### src/rtl/riscv_ctrl_pkg.sv
// Shared encodings for the multi-cycle RV32I sequencing controller.
// Pure constants and helpers; no latency and no flow control.
package riscv_ctrl_pkg;

    localparam logic [6:0] OPC_R      = 7'b0110011;
    localparam logic [6:0] OPC_I      = 7'b0010011;
    localparam logic [6:0] OPC_BRANCH = 7'b1100011;
    localparam logic [6:0] OPC_JAL    = 7'b1101111;
    localparam logic [6:0] OPC_JALR   = 7'b1100111;
    localparam logic [6:0] OPC_LUI    = 7'b0110111;

    localparam logic [2:0] F3_ADD_SUB = 3'b000;
    localparam logic [2:0] F3_SLL     = 3'b001;
    localparam logic [2:0] F3_SLT     = 3'b010;
    localparam logic [2:0] F3_SLTU    = 3'b011;
    localparam logic [2:0] F3_XOR     = 3'b100;
    localparam logic [2:0] F3_SR      = 3'b101;
    localparam logic [2:0] F3_OR      = 3'b110;
    localparam logic [2:0] F3_AND     = 3'b111;
    localparam logic [2:0] F3_BEQ     = 3'b000;
    localparam logic [2:0] F3_BNE     = 3'b001;

    localparam logic [6:0] F7_BASE    = 7'h00;
    localparam logic [6:0] F7_ALT     = 7'h20;

    localparam logic [3:0] ALU_AND    = 4'b0000;
    localparam logic [3:0] ALU_OR     = 4'b0001;
    localparam logic [3:0] ALU_ADD    = 4'b0010;
    localparam logic [3:0] ALU_SUB    = 4'b0011;
    localparam logic [3:0] ALU_SLTU   = 4'b0100;
    localparam logic [3:0] ALU_SLT    = 4'b0101;
    localparam logic [3:0] ALU_XOR    = 4'b0110;
    localparam logic [3:0] ALU_SLL    = 4'b0111;
    localparam logic [3:0] ALU_SRL    = 4'b1000;
    localparam logic [3:0] ALU_SRA    = 4'b1001;

    localparam logic [1:0] PC_SRC_SEQ = 2'b00;
    localparam logic [1:0] PC_SRC_IMM = 2'b01;
    localparam logic [1:0] PC_SRC_ALU = 2'b10;

    localparam logic [1:0] WB_ALU     = 2'b00;
    localparam logic [1:0] WB_PC4     = 2'b01;
    localparam logic [1:0] WB_IMM     = 2'b10;

    typedef enum logic [2:0] {
        ST_FETCH     = 3'b000,
        ST_DECODE    = 3'b001,
        ST_EXECUTE   = 3'b010,
        ST_WRITEBACK = 3'b011,
        ST_HALT      = 3'b100
    } state_e;

    typedef enum logic [2:0] {
        CL_ALU    = 3'd0,
        CL_LUI    = 3'd1,
        CL_JAL    = 3'd2,
        CL_JALR   = 3'd3,
        CL_BRANCH = 3'd4
    } iclass_e;

    // alt selects SUB for f3=000 and SRA for f3=101; callers decide when alt applies.
    function automatic logic [3:0] alu_op(input logic [2:0] f3, input logic alt);
        logic [3:0] op;
        op = ALU_ADD;
        case (f3)
            F3_ADD_SUB: op = alt ? ALU_SUB : ALU_ADD;
            F3_SLL:     op = ALU_SLL;
            F3_SLT:     op = ALU_SLT;
            F3_SLTU:    op = ALU_SLTU;
            F3_XOR:     op = ALU_XOR;
            F3_SR:      op = alt ? ALU_SRA : ALU_SRL;
            F3_OR:      op = ALU_OR;
            F3_AND:     op = ALU_AND;
            default:    op = ALU_ADD;
        endcase
        return op;
    endfunction

    function automatic logic branch_taken(input logic is_bne, input logic zero_flag);
        return is_bne ? ~zero_flag : zero_flag;
    endfunction

endpackage

### src/rtl/alu_decoder.sv
// Combinational instruction-field decode to ALU control, operand select and class.
// Zero latency; no flow control, outputs are sampled by the sequencer in DECODE.
module alu_decoder
    import riscv_ctrl_pkg::*;
(
    input  logic [6:0] opcode,
    input  logic [2:0] funct3,
    input  logic [6:0] funct7,
    output logic [3:0] aluctl,
    output logic       alusrc,
    output logic       alu_illegal,
    output logic [2:0] iclass
);

    logic f7_base;
    logic f7_alt;

    assign f7_base = (funct7 == F7_BASE);
    assign f7_alt  = (funct7 == F7_ALT);

    always_comb begin
        aluctl      = ALU_ADD;
        alusrc      = 1'b0;
        alu_illegal = 1'b0;
        iclass      = CL_ALU;
        case (opcode)
            OPC_R: begin
                aluctl = alu_op(funct3, f7_alt);
                if (f7_alt) begin
                    alu_illegal = !((funct3 == F3_ADD_SUB) || (funct3 == F3_SR));
                end else if (!f7_base) begin
                    alu_illegal = 1'b1;
                end
            end
            OPC_I: begin
                // funct7 only carries meaning for the shift-immediate forms
                alusrc = 1'b1;
                aluctl = alu_op(funct3, (funct3 == F3_SR) && f7_alt);
                if ((funct3 == F3_SLL) && !f7_base) begin
                    alu_illegal = 1'b1;
                end
                if ((funct3 == F3_SR) && !(f7_base || f7_alt)) begin
                    alu_illegal = 1'b1;
                end
            end
            OPC_BRANCH: begin
                iclass      = CL_BRANCH;
                aluctl      = ALU_SUB;
                alu_illegal = !((funct3 == F3_BEQ) || (funct3 == F3_BNE));
            end
            OPC_JAL: begin
                iclass = CL_JAL;
                alusrc = 1'b1;
            end
            OPC_JALR: begin
                iclass = CL_JALR;
                alusrc = 1'b1;
            end
            OPC_LUI: begin
                iclass = CL_LUI;
                alusrc = 1'b1;
            end
            default: begin
                alu_illegal = 1'b1;
            end
        endcase
    end

endmodule

### src/rtl/multicycle_ctrl.sv
// FETCH/DECODE/EXECUTE/WRITEBACK sequencer; 4 cycles per instruction plus imem wait cycles.
// Stalls in FETCH until imem_valid; halts on fetch timeout or illegal encoding until reset.
module multicycle_ctrl
    import riscv_ctrl_pkg::*;
#(
    parameter int IMEM_TIMEOUT = 16,
    parameter int RET_W        = 32
) (
    input  logic             clk,
    input  logic             rst,
    output logic             imem_req,
    input  logic             imem_valid,
    input  logic [6:0]       opcode,
    input  logic [2:0]       funct3,
    input  logic [6:0]       funct7,
    input  logic             zero,
    output logic             ir_write,
    output logic             pc_write,
    output logic [1:0]       pc_src,
    output logic             regwrite,
    output logic [1:0]       wb_sel,
    output logic             alusrc,
    output logic [3:0]       aluctl,
    output logic             illegal,
    output logic             timeout,
    output logic [RET_W-1:0] instret,
    output logic [2:0]       state_dbg
);

    localparam logic [7:0] TIMEOUT_LIM = 8'(IMEM_TIMEOUT);

    state_e           state_q,     state_d;
    logic [7:0]       fetch_cnt_q, fetch_cnt_d;
    logic             zero_q,      zero_d;
    logic             illegal_q,   illegal_d;
    logic             timeout_q,   timeout_d;
    logic [RET_W-1:0] instret_q,   instret_d;
    logic [3:0]       aluctl_q,    aluctl_d;
    logic             alusrc_q,    alusrc_d;
    iclass_e          iclass_q,    iclass_d;
    logic             bne_q,       bne_d;

    logic [3:0] dec_aluctl;
    logic       dec_alusrc;
    logic       dec_illegal;
    logic [2:0] dec_iclass;

    logic imem_req_s;
    logic ir_write_s;
    logic pc_write_s;
    logic regwrite_s;

    alu_decoder u_alu_decoder (
        .opcode      (opcode),
        .funct3      (funct3),
        .funct7      (funct7),
        .aluctl      (dec_aluctl),
        .alusrc      (dec_alusrc),
        .alu_illegal (dec_illegal),
        .iclass      (dec_iclass)
    );

    always_ff @(posedge clk) begin
        if (rst) begin
            state_q     <= ST_FETCH;
            fetch_cnt_q <= 8'd0;
            zero_q      <= 1'b0;
            illegal_q   <= 1'b0;
            timeout_q   <= 1'b0;
            instret_q   <= '0;
            aluctl_q    <= ALU_ADD;
            alusrc_q    <= 1'b0;
            iclass_q    <= CL_ALU;
            bne_q       <= 1'b0;
        end else begin
            state_q     <= state_d;
            fetch_cnt_q <= fetch_cnt_d;
            zero_q      <= zero_d;
            illegal_q   <= illegal_d;
            timeout_q   <= timeout_d;
            instret_q   <= instret_d;
            aluctl_q    <= aluctl_d;
            alusrc_q    <= alusrc_d;
            iclass_q    <= iclass_d;
            bne_q       <= bne_d;
        end
    end

    always_comb begin
        state_d     = state_q;
        fetch_cnt_d = fetch_cnt_q;
        zero_d      = zero_q;
        illegal_d   = illegal_q;
        timeout_d   = timeout_q;
        instret_d   = instret_q;
        aluctl_d    = aluctl_q;
        alusrc_d    = alusrc_q;
        iclass_d    = iclass_q;
        bne_d       = bne_q;
        imem_req_s  = 1'b0;
        ir_write_s  = 1'b0;
        pc_write_s  = 1'b0;
        regwrite_s  = 1'b0;
        pc_src      = PC_SRC_SEQ;
        wb_sel      = WB_ALU;
        aluctl      = ALU_ADD;
        alusrc      = 1'b0;

        case (state_q)
            ST_FETCH: begin
                imem_req_s = 1'b1;
                // a valid word on the last allowed cycle still wins over the timeout
                if (imem_valid) begin
                    ir_write_s  = 1'b1;
                    fetch_cnt_d = 8'd0;
                    state_d     = ST_DECODE;
                end else if ((fetch_cnt_q + 8'd1) == TIMEOUT_LIM) begin
                    fetch_cnt_d = 8'd0;
                    timeout_d   = 1'b1;
                    state_d     = ST_HALT;
                end else begin
                    fetch_cnt_d = fetch_cnt_q + 8'd1;
                end
            end
            ST_DECODE: begin
                aluctl   = dec_aluctl;
                alusrc   = dec_alusrc;
                aluctl_d = dec_aluctl;
                alusrc_d = dec_alusrc;
                iclass_d = iclass_e'(dec_iclass);
                bne_d    = (funct3 == F3_BNE);
                if (dec_illegal) begin
                    illegal_d = 1'b1;
                    state_d   = ST_HALT;
                end else begin
                    state_d   = ST_EXECUTE;
                end
            end
            ST_EXECUTE: begin
                aluctl  = aluctl_q;
                alusrc  = alusrc_q;
                zero_d  = zero;
                state_d = ST_WRITEBACK;
            end
            ST_WRITEBACK: begin
                aluctl     = aluctl_q;
                alusrc     = alusrc_q;
                pc_write_s = 1'b1;
                instret_d  = instret_q + RET_W'(1);
                case (iclass_q)
                    CL_LUI: begin
                        regwrite_s = 1'b1;
                        wb_sel     = WB_IMM;
                    end
                    CL_JAL: begin
                        regwrite_s = 1'b1;
                        wb_sel     = WB_PC4;
                        pc_src     = PC_SRC_IMM;
                    end
                    CL_JALR: begin
                        regwrite_s = 1'b1;
                        wb_sel     = WB_PC4;
                        pc_src     = PC_SRC_ALU;
                    end
                    CL_BRANCH: begin
                        pc_src = branch_taken(bne_q, zero_q) ? PC_SRC_IMM : PC_SRC_SEQ;
                    end
                    default: begin
                        regwrite_s = 1'b1;
                    end
                endcase
                state_d = ST_FETCH;
            end
            ST_HALT: begin
                state_d = ST_HALT;
            end
            default: begin
                state_d = ST_FETCH;
            end
        endcase
    end

    // Strobes are forced low while reset is held so an abandoned instruction writes nothing.
    assign imem_req  = imem_req_s & ~rst;
    assign ir_write  = ir_write_s & ~rst;
    assign pc_write  = pc_write_s & ~rst;
    assign regwrite  = regwrite_s & ~rst;
    assign illegal   = illegal_q;
    assign timeout   = timeout_q;
    assign instret   = instret_q;
    assign state_dbg = state_q;

endmodule

### config.mk
export PLATFORM = sky130hd
export DESIGN_NAME = multicycle_ctrl
export DESIGN_NICKNAME = d
export VERILOG_FILES = /design/src/rtl/riscv_ctrl_pkg.sv /design/src/rtl/alu_decoder.sv /design/src/rtl/multicycle_ctrl.sv
export SDC_FILE = /design/constraint.sdc
export NUM_CORES = 1
export LEC_CHECK = 0
export BUFFER_PORTS_ARGS = -buffer_cell sky130_fd_sc_hd__buf_2
export CORE_UTILIZATION = 30
export CTS_CLUSTER_DIAMETER = 40
export DETAILED_ROUTE_END_ITERATION = 10
export PLACE_DENSITY_LB_ADDON = 0.08
export SLEW_MARGIN = 20
export SYNTH_ARGS = -nofsm -noshare
export SYNTH_HDL_FRONTEND = slang
export SYNTH_SLANG_ARGS = --single-unit
### constraint.sdc
create_clock -name clk -period 3.68 [get_ports clk]
set_input_delay 0.184 -clock clk [delete_from_list [all_inputs] [get_ports clk]]
set_output_delay 0.184 -clock clk [all_outputs]
set_load 0.01 [all_outputs]
==> metrics.yaml, run 1 <==
die:
  count_of_boundary_i_o_pins: 71
  fp.dieW_um: 100.0
  fp-row-count: 35
  core_area_mm2: 0.009284
  start_util_pct: 31.05
  die_y_um: 100.0
  full_die_area_mm2: 0.01001
worst_hold_path:
  critical_hold_path_startpoint: "zero"
  worst_hold_path_type: "in2reg"
  holdPathEnd: "zero_q"
  timing.hold.worst_path_depth: 3
setup_path:
  slowest_stage: "nor4_4"
  worstPathRequired_ns: 3.87
  crit_path_max_fanout: 11
  crit_path_end_kind: "register"
  timing.reg2reg.setup_slack_ns: 1.39
  worst_r2r_startpoint: "state_dbg[0]"
  r2r-end: "instret[11]"
  classification_of_the_worst_setup_path: "reg2reg"
  timing.critical_path.arrival_ns: 2.48
  start_kind: "register"
  max_stage_delay_ns: 0.67
  timing.critical_path.cells: "nand3b_1, nor4_4, and4_1, xnor2_1, nor2_1"
  worstRegToRegCells: 5
final_layout:
  fillers: 1022
  postLayoutCellArea_mm2: 0.003397
  fraction_of_final_layout_cells_sized_beyond_drive_strength_1_pct: 21.26
  synthToLayoutAreaGrowth_pct: 17.84
  layout.area.seq_mm2: 0.001101
  n_antenna_cell: 0
  multi_input_area_mm2: 0.001644
  num-nets-final: 437
yosys:
  synth_edf_count: 0
  syn-mean-instance-area_um2: 8.166
  synth_net_count: 376
  synth_async_sr_flop_share_pct: 0
  synth.ff_latch_count: 55
  synth_warnings: 0
  top_ff_cell_synth: "dfxtp_1"
  synth_top_area_cell: "dfxtp_1"
  yosys.area.top_type_share_pct: 38.19
  synthesis.area_mm2: 0.002883
  post_synth_main_area_contributors: "dfxtp_1 (38%), xor2_1 (8.2%), nor2_1 (7.8%)"
  ys_seq_area_share_pct: 38.19
  postSynthCellCount: 353
  netlist-cell-type-count: 53
sta:
  post-route-min-period_ns: 2.291
  setup_viol_count_final: 0
  number_of_hold_violations_in_the_final_report: 0
  setup_repair_after_global_routing_missed_its_margin: "no"
  fin_crit_sh_pct: 62.26
  fin_worst_skew_ns: 0.009698
  slew-limit-headroom_pct: 50.93
  achievable-frequency_mhz: 436.4
  fin_tns_setup_ns: 0
  worst_pin_slew_ns: 0.7360
  setup_slack_ns: 1.389
  final_max_slew_viol_count: 0
clock_network:
  cts-buffers-inserted: 5
  ctsHtreeMaxLevel: 2
  cts_hold_repair.buffers: 0
  postCtsResizedCells: 0
  clock_tree_from_tritoncts: "yes"
  ctsLongestPathBuffers: 2
  cts_num_sinks: 55
  postCtsSetupRepairBufs: 0
  root_buffer: "clkbuf_8"
  clock_insertion_delay_worst_skew_ns: 0.31
  clkTransAtPathRegs_ns: 0.11
global_routing:
  grt_overflow: 0
  grt_antenna_before_repair: 0
  grt_first_pass_wirelength_mm: 11.45
  vias_in_the_first_global_route: 2366
  grt_start_max_net_pins: 39
  grt_usage_pct: 14.25
route:
  route.detailed.drc: 0
  drtPass1Iterations: 4
  antenna_violating_nets_post_route: 0
  wire_per_inst_um: 12.65
  drt_wl_total_mm: 6.870
  viasPerCell: 4.801
  drt_iter0_drc: 65
  vias: 2607
power_and_ir_drop:
  ir_drop_mv: 0.1812
  power_density_mw_per_mm2: 324.9
  p_leak_nw: 1.407
placement:
  post-place-ws_ns: 1.343
  place.gp.congestion: 0.8124
  place_area_mm2: 0.003291
  port_buffers: 70
  dp.final_hpwl_mm: 4.919
job:
  maxCapViolations: 0
outcome:
  status: "finished clean"
==> placed cells by master, fill, tap and decap left out, drive strengths merged, types with 2 or more instances in the layout <==
cell | netlist | layout
a211oi | 4 | 4
a21oi | 20 | 20
a31oi | 3 | 3
and2 | 7 | 7
and3 | 4 | 4
buf | 5 | 71
clkbuf | 12 | 5
dfxtp | 55 | 55
ha | 2 | 2
inv | 7 | 7
mux2i | 2 | 2
nand2 | 32 | 32
nand2b | 8 | 8
nand3 | 17 | 17
nand3b | 3 | 3
nand4 | 20 | 20
nor2 | 61 | 61
nor2b | 4 | 4
nor3 | 11 | 11
nor3b | 2 | 2
nor4 | 6 | 6
o21ai | 10 | 10
o31ai | 2 | 2
or2 | 2 | 2
or3 | 3 | 3
or4 | 2 | 2
xnor2 | 8 | 8
xor2 | 27 | 27
==> how the worst max path moves through the flow <==
| stage | end | depth (start not counted) | startpoint | slack, ns |
|---|---|---|---|---|
| 2_1_floorplan | instret[18] | 7 | state_dbg[2] | 2.03 |
| 3_3_place_gp | instret[11] | 5 | state_dbg[0] | 1.49 |
| 3_5_place_dp | instret[11] | 5 | state_dbg[0] | 1.34 |
| 4_1_cts | instret[11] | 5 | state_dbg[0] | 1.34 |
| 5_1_grt | instret[11] | 5 | state_dbg[0] | 1.11 |
| 6_report | instret[11] | 5 | state_dbg[0] | 1.39 |
==> registers in the layout, indices dropped and copies added, names as in the netlist <==
signal       count
alusrc_q         1
zero_q           1
illegal          1
timeout          1
fetch_cnt_q      8
state_dbg        3
bne_q            1
instret         32
aluctl_q         4
iclass_q         3
==> Yosys cell counts (all sizes together) (4+ instances only) <==
library cell and n:
nor2 61, and3 4, nor3 11, a211oi 4
o21ai 10, nand2b 8, nand4 20, xor2 27
nor4 6, clkbuf 12, nand2 32, nor2b 4
a21oi 20, dfxtp 55, and2 7, buf 5
nand3 17, inv 7, xnor2 8
==> worst max-delay path, delay by kind of cell (launching register included) <==
family / cells / cell delay (ns)
AND/OR/NAND/NOR: 4 / 1.52
flip-flops: 1 / 0.53
XOR/XNOR: 1 / 0.11
==> layout make-up <==
class                           count  share of cell area, %
Multi-Input combinational cell    274                  48.40
Sequential cell                    55                  32.41
Timing Repair Buffer               71                  10.53
Tap cell                          129                  4.751
Clock buffer                        5                  2.026
Clock inverter                      2                  1.105
Inverter                            7                 0.7735
==> stage by stage <==
step | hold slack, ns | power [mW] | util (%) | cells
detailed placement | 0.4490 | 0.7098 | 35.44 | 536
global placement | 0.4390 | 0.7085 | 35.44 | 536
global route | 0.1565 | 1.152 | 36.59 | 543
floorplan | 0.3312 | 0.6856 | - | 353
finish | 0.1418 | 1.104 | 36.59 | 543
CTS | 0.1414 | 1.121 | 36.59 | 543
==> power breakdown <==
part | switching [mW] | internal [mW] | leakage [nW]
sequential | 0.00806 | 0.601 | 0.444
combinational | 0.0541 | 0.0316 | 0.913
clock | 0.210 | 0.200 | 0.0502
total | 0.272 | 0.832 | 1.41
==> logic make-up (layout without fill, tap and decap cells) <==
group | count (synthesis) | count (layout) | share of synthesized area (%)
XOR/XNOR | 35 | 35 | 10.63
AND/OR/NAND/NOR | 187 | 187 | 34.33
AO/OA/AOI/OAI | 48 | 48 | 10.50
flip-flops | 55 | 55 | 38.19
adder cells (fa/ha/maj) | 2 | 2 | 0.8679
buffers and inverters | 24 | 85 | 4.774
multiplexers | 2 | 2 | 0.6945
==> layer usage <==
layer / vias to the layer above / GRT usage (%) / share of wire (%)
met5: - / 0 / 0
met4: 0 / 4.348 / 1.1
met3: 4 / 2.786 / 3.9
met2: 57 / 22.86 / 45
met1: 1197 / 19.35 / 50
li1: 1349 / - / -
No activity file was read; power rests on OpenSTA's default activity.
==> run 2: changes to the inputs <==
- ABC_AREA: default -> 1
- clock period: 3.68 -> 1.9 ns (I/O delays scaled with it)
==> run 2 against run 1 <==
Against the previous run:
- area after synthesis increased by 12%
- combinational power grew 130%
- highest routed layer unchanged
- via count grew 29%
- clock skew decreased by 0.0043 ns
- worst setup slack got worse by 1.2 ns
- critical endpoint is now pc_src[1]
- global-route usage increased by 1.9 points
- first-iteration DRC count rose by 140%
- clock power increased by 59%
- sequential power is 95% higher
- sequential cell count unchanged
- cell area increased by 14%
- sequential share of layout area fell by 3.9 points
==> metrics.yaml, run 2 <==
yosys:
  synth_async_sr_flop_share_pct: 0
  synth.ff_latch_count: 55
  synth.mux.area_fraction_pct: 0
  top_ff_cell_synth: "dfxtp_1"
  post_synth_most_frequent_cells: "nand2_1 (180), nor2_1 (75), dfxtp_1 (55), inv_1 (49), a21oi_1 (39)"
  synth_edf_count: 0
  synth_net_count: 550
  synth_top_area_cell: "dfxtp_1"
  synth_adder_area_share_pct: 0.7725
  yosys.area.top_type_share_pct: 33.99
  synthesis.area_mm2: 0.003239
  netlist-cell-type-count: 30
  synth_warnings: 0
  syn-mean-instance-area_um2: 6.147
  postSynthCellCount: 527
  yosysMostFrequentCell: "nand2_1"
  post_synth_main_area_contributors: "dfxtp_1 (34%), nand2_1 (21%), nor2_1 (8.7%)"
  synth_area_in_compound_gates_pct: 10.35
  synthesized_area_fraction_occupied_by_xor_and_xnor_cells_pct: 1.893
  synth_top_family_by_area: "simple AND/OR/NAND/NOR gates"
  ys_seq_area_share_pct: 33.99
  post_synthesis_share_of_cell_area_spent_on_and_or_nand_and_nor_gates_pct: 45.15
global_routing:
  grt_usage_pct: 16.19
  met3_demand_to_capacity_share_in_global_routing_pct: 2.514
  vias_in_the_first_global_route: 3229
  grtUsageMet1_pct: 19.74
  groute.layer.met2.usage_pct: 29.46
  grt_antenna_before_repair: 0
  grt_overflow: 0
  grt_first_pass_wirelength_mm: 14.75
  grt_start_max_net_pins: 37
  grt_most_used_layer: "met2"
sta:
  worst_pin_slew_ns: 0.7315
  fin_crit_sh_pct: 90.18
  setup_repair_after_global_routing_missed_its_margin: "yes"
  post-route-min-period_ns: 1.713
  number_of_hold_violations_in_the_final_report: 0
  final_max_slew_viol_count: 0
  slew-limit-headroom_pct: 51.18
  fin_worst_skew_ns: 0.005367
  setup_viol_count_final: 0
  hold-worst-slack_ns: 0.03264
  fin_tns_setup_ns: 0
  achievable-frequency_mhz: 583.6
final_layout:
  synthToLayoutAreaGrowth_pct: 19.12
  largest_reg_flops: 32
  fillers: 1166
  fraction_of_final_layout_cells_sized_beyond_drive_strength_1_pct: 18.33
  layout.area.seq_mm2: 0.001101
  postLayoutCellArea_mm2: 0.003859
  num-nets-final: 622
  fin_cells: 736
  most-common-layout-cells: "nand2_1 (180), nor2_1 (73), buf_2 (70), dfxtp_1 (55), inv_1 (49)"
  mostFrequentLayoutCell: "nand2_1"
  multi_input_area_mm2: 0.001904
  n_antenna_cell: 0
setup_path:
  worstRegToRegCells: 8
  timing.critical_path.cells: "inv_2, nor2_4, nand2_4, buf_4, nor4_2, buf_2"
  cp_num_buf_inv: 3
  max_stage_delay_ns: 0.40
  slowest_stage: "dfxtp_1"
  crit_path_end_kind: "output pin"
  classification_of_the_worst_setup_path: "reg2out"
  crit_path_max_fanout: 19
  worstPathRequired_ns: 1.80
  timing.critical_path.arrival_ns: 1.62
  start_kind: "register"
  timing.reg2reg.setup_slack_ns: 0.25
  worst_r2r_startpoint: "instret[0]"
  worst_path_dominant_cell_family: "buffers and inverters"
  r2r-end: "instret[20]"
  cp_num_cells: 6
  worstSetupEndpoint: "pc_src[1]"
  crit_start: "state_dbg[1]"
clock_network:
  ctsLongestPathBuffers: 2
  clock_tree_from_tritoncts: "yes"
  root_buffer: "clkbuf_8"
  clkTransAtPathRegs_ns: 0.10
  cts-buffers-inserted: 5
  clock_insertion_delay_worst_skew_ns: 0.30
  ctsHtreeMaxLevel: 2
  cts_num_sinks: 55
die:
  full_die_area_mm2: 0.01122
  start_util_pct: 31.10
  die_y_um: 105.9
  core_area_mm2: 0.01042
  fp-row-count: 37
  count_of_boundary_i_o_pins: 71
  fp.dieW_um: 105.9
placement:
  place_area_mm2: 0.003754
  place.gp.congestion: 0.8222
  port_buffers: 70
  dp.cells: 728
  dp.final_hpwl_mm: 6.742
power_and_ir_drop:
  ir_drop_mv: 0.3080
  p_leak_nw: 1.690
  finalPower_mw: 2.039
  power_density_mw_per_mm2: 528.4
route:
  route.detailed.drc: 0
  antenna_violating_nets_post_route: 0
  vias: 3375
  viasPerCell: 4.586
  drt_iter0_drc: 158
  wire_per_inst_um: 11.73
  drtPass1Iterations: 4
  drt_wl_total_mm: 8.635
job:
  maxCapViolations: 0
worst_hold_path:
  timing.hold.worst_path_depth: 3
  critical_hold_path_startpoint: "zero"
  worst_hold_path_type: "in2reg"
outcome:
  status: "finished clean"
-- run 2: worst min path at each step --
stage          endpoint  slack, ns
2_1_floorplan    zero_q       0.23
3_3_place_gp     zero_q       0.34
3_5_place_dp     zero_q       0.35
4_1_cts          zero_q       0.02
5_1_grt          zero_q       0.03
6_report         zero_q       0.03
-- run 2: power breakdown --
group          internal (mW)  switching [mW]  leakage, nW
sequential              1.17          0.0177        0.444
combinational         0.0673           0.133         1.20
clock                  0.259           0.392       0.0412
-- run 2: stage by stage --
stage / utilization (%) / setup WS [ns]
5_1_grt: 37.05 / -0.004488
3_5_place_dp: 36.04 / 0.1473
6_report: 37.05 / 0.1866
3_3_place_gp: 36.04 / 0.1797
4_1_cts: 36.85 / 0.02861
2_1_floorplan: - / 0.3297
-- run 2: what timing repair did --
action | in CTS | in global routing
resized for setup | 0 | 5
buffers inserted | 0 | 0
hold buffers | 0 | 0
setup endpoints to repair | 0 | 6
-- run 2: cell families (layout without fill, tap and decap cells) --
logic type | count (synthesis) | in the layout
and+or+nand+nor | 332 | 332
buffers and inverters | 67 | 140
AOI/OAI and AO/OA | 64 | 64
DFF | 55 | 55
xor gates and xnor gates | 7 | 7
adders and majority gates | 2 | 2
-- run 2: area by class of cell --
class / instances / share of cell area (%)
Inverter: 58 / 5.642
Multi-Input combinational cell: 405 / 49.35
Clock inverter: 2 / 0.3243
Sequential cell: 55 / 28.53
Timing Repair Buffer: 74 / 9.857
Clock buffer: 6 / 1.881
Tap cell: 136 / 4.410
-- run 2: per-layer routing --
layer | wire length, µm | vias to the layer above
met2 | 4138 | 66
met5 | 0 | -
met3 | 332 | 4
li1 | - | 1829
met1 | 4084 | 1476
met4 | 80 | 0
-- run 2: tightest hold or removal path: stages --
cell    delay [ns]
buf_2         0.09
nor2_1        0.04
nor2_1        0.08
==> run 3: changes to the inputs <==
- PLACE_DENSITY_LB_ADDON: 0.08 -> default
==> run 3 against run 2 <==
Against the previous run:
- sequential share of layout area shrank 0.15 points
- sequential power about the same
- clock power about the same
- routed wire length is 1.8% lower
- combinational power about the same
- worst hold slack better by 0.013 ns
- total power fell by 0.15%
- critical path depth grew 2
- die area unchanged
- clock skew grew 0.0019 ns
- first-iteration DRC count up 7.0%
- register-to-register slack got worse by 0.02 ns
- critical endpoint is now aluctl[3]
- highest routed layer unchanged
==> metrics.yaml, run 3 (synthesis results as in run 2) <==
outcome:
  status: "finished clean"
route:
  drt_wl_total_mm: 8.476
  antenna_violating_nets_post_route: 0
  drt_iter0_drc: 169
  viasPerCell: 4.637
  vias: 3436
  route.detailed.drc: 0
  wire_per_inst_um: 11.44
  drtPass1Iterations: 4
final_layout:
  postLayoutCellArea_mm2: 0.003879
  synthToLayoutAreaGrowth_pct: 19.74
  n_antenna_cell: 0
  post-route-util_pct: 37.24
  layout.area.seq_mm2: 0.001101
  fillers: 1151
  fraction_of_final_layout_cells_sized_beyond_drive_strength_1_pct: 18.51
  num-nets-final: 627
  multi_input_area_mm2: 0.001888
  mostFrequentLayoutCell: "nand2_1"
  most-common-layout-cells: "nand2_1 (180), nor2_1 (75), buf_2 (70), dfxtp_1 (55), inv_1 (49)"
  largest_reg_flops: 32
clock_network:
  clock_tree_from_tritoncts: "yes"
  clkTransAtPathRegs_ns: 0.10
  cts-buffers-inserted: 5
  ctsLongestPathBuffers: 2
  ctsHtreeMaxLevel: 2
  cts_num_sinks: 55
  root_buffer: "clkbuf_8"
  clock_insertion_delay_worst_skew_ns: 0.31
  cts_hold_repair.buffers: 0
global_routing:
  grt_first_pass_wirelength_mm: 14.33
  grt_start_max_net_pins: 37
  grt_usage_pct: 15.53
  grt_overflow: 0
  vias_in_the_first_global_route: 3163
  grt_antenna_before_repair: 0
sta:
  slew-limit-headroom_pct: 52.33
  fin_worst_skew_ns: 0.007234
  post-route-min-period_ns: 1.760
  setup_slack_ns: 0.1396
  final_max_slew_viol_count: 0
  hold-worst-slack_ns: 0.04581
  setup_viol_count_final: 0
  fin_crit_sh_pct: 92.65
  achievable-frequency_mhz: 568.1
  number_of_hold_violations_in_the_final_report: 0
  worst_pin_slew_ns: 0.7143
  fin_tns_setup_ns: 0
power_and_ir_drop:
  combinationalPowerShare_pct: 9.8
  ir_drop_mv: 0.3426
  power_frac_clock_pct: 31.8
  p_switching_mw: 0.5447
  seq_power_share_pct: 58.4
  power_report.internal_total_mw: 1.491
  p_leak_nw: 1.721
  power_density_mw_per_mm2: 524.9
  switching_share_pct: 26.76
setup_path:
  timing.critical_path.cells: "nor2_1, inv_2, nor2_2, inv_2, a21oi_2, nand4_1, nand2_1, buf_2"
  critical_path.most_common_cell: "inv_2"
  classification_of_the_worst_setup_path: "reg2out"
  worst_r2r_startpoint: "instret[0]"
  timing.critical_path.arrival_ns: 1.67
  r2r-end: "instret[20]"
  worstPathRequired_ns: 1.80
  start_kind: "register"
  worstRegToRegCells: 8
  slowest_stage: "dfxtp_1"
  crit_path_max_fanout: 8
  timing.reg2reg.setup_slack_ns: 0.23
  max_stage_delay_ns: 0.37
  crit_path_end_kind: "output pin"
job:
  maxCapViolations: 0
die:
  fp-row-count: 37
  core_area_mm2: 0.01042
  count_of_boundary_i_o_pins: 71
  die_y_um: 105.9
  full_die_area_mm2: 0.01122
  fp.dieW_um: 105.9
  start_util_pct: 31.10
placement:
  post-place-ws_ns: 0.2367
  place_area_mm2: 0.003769
  dp.final_hpwl_mm: 6.517
  port_buffers: 70
  place.gp.congestion: 0.8375
worst_hold_path:
  worst_hold_path_type: "in2reg"
  critical_hold_path_startpoint: "zero"
  holdPathEnd: "zero_q"
  timing.hold.worst_path_depth: 3
==> run 3: stage by stage <==
stage               cells  total power [mW]
floorplan             527             1.339
global route          741             2.151
CTS                   738             2.060
global placement      730             1.411
finish                741             2.036
detailed placement    730             1.414
==> run 3: worst max path at each step <==
| stage | startpoint | end | slack (ns) |
|---|---|---|---|
| after detailed placement | instret[0] | instret[20] | 0.24 |
| final | state_dbg[2] | aluctl[3] | 0.14 |
| after global placement | instret[0] | instret[20] | 0.27 |
| after CTS | state_dbg[2] | aluctl[3] | 0.05 |
| after global routing | state_dbg[2] | aluctl[3] | -0.0005 |
| after floorplan | instret[0] | instret[20] | 0.33 |
==> run 3: critical path: cells and delay by family, from the launching register on <==
family                 cells  cell delay [ns]
AO/OA/AOI/OAI              1             0.18
AND/OR/NAND/NOR            4             0.53
flip-flops                 1             0.37
buffers and inverters      3             0.28
==> run 3: power groups by stage <==
stage | Sequential (mW) | Clock [mW] | Combinational [mW]
6_report | 1.19 | 0.648 | 0.200
3_3_place_gp | 1.21 | 0 | 0.197
4_1_cts | 1.19 | 0.671 | 0.201
3_5_place_dp | 1.21 | 0 | 0.200
2_1_floorplan | 1.21 | 0 | 0.125
5_1_grt | 1.19 | 0.729 | 0.230
==> run 3: per-layer routing <==
metal / wire length, µm / global-route usage (%) / up-vias / part of all wire [%]
met1: 4002 / 20.02 / 1524 / 47
met5: 0 / 0 / - / 0
met3: 443 / 2.820 / 5 / 5.2
met4: 55 / 3.274 / 0 / 0.65
met2: 3974 / 26.94 / 75 / 47
li1: - / - / 1832 / -
==> run 3: final cells by class <==
type	instances	area share (%)
Multi-Input combinational cell	405	48.68
Sequential cell	55	28.39
Tap cell	136	4.387
Inverter	58	5.613
Clock inverter	3	0.3871
Clock buffer	5	1.774
Timing Repair Buffer	79	10.77
==> run 3: what timing repair did <==
item	4_1_cts	5_1_grt
resized for setup	0	1
buffers inserted	0	3
endpoints found under the setup margin	0	6
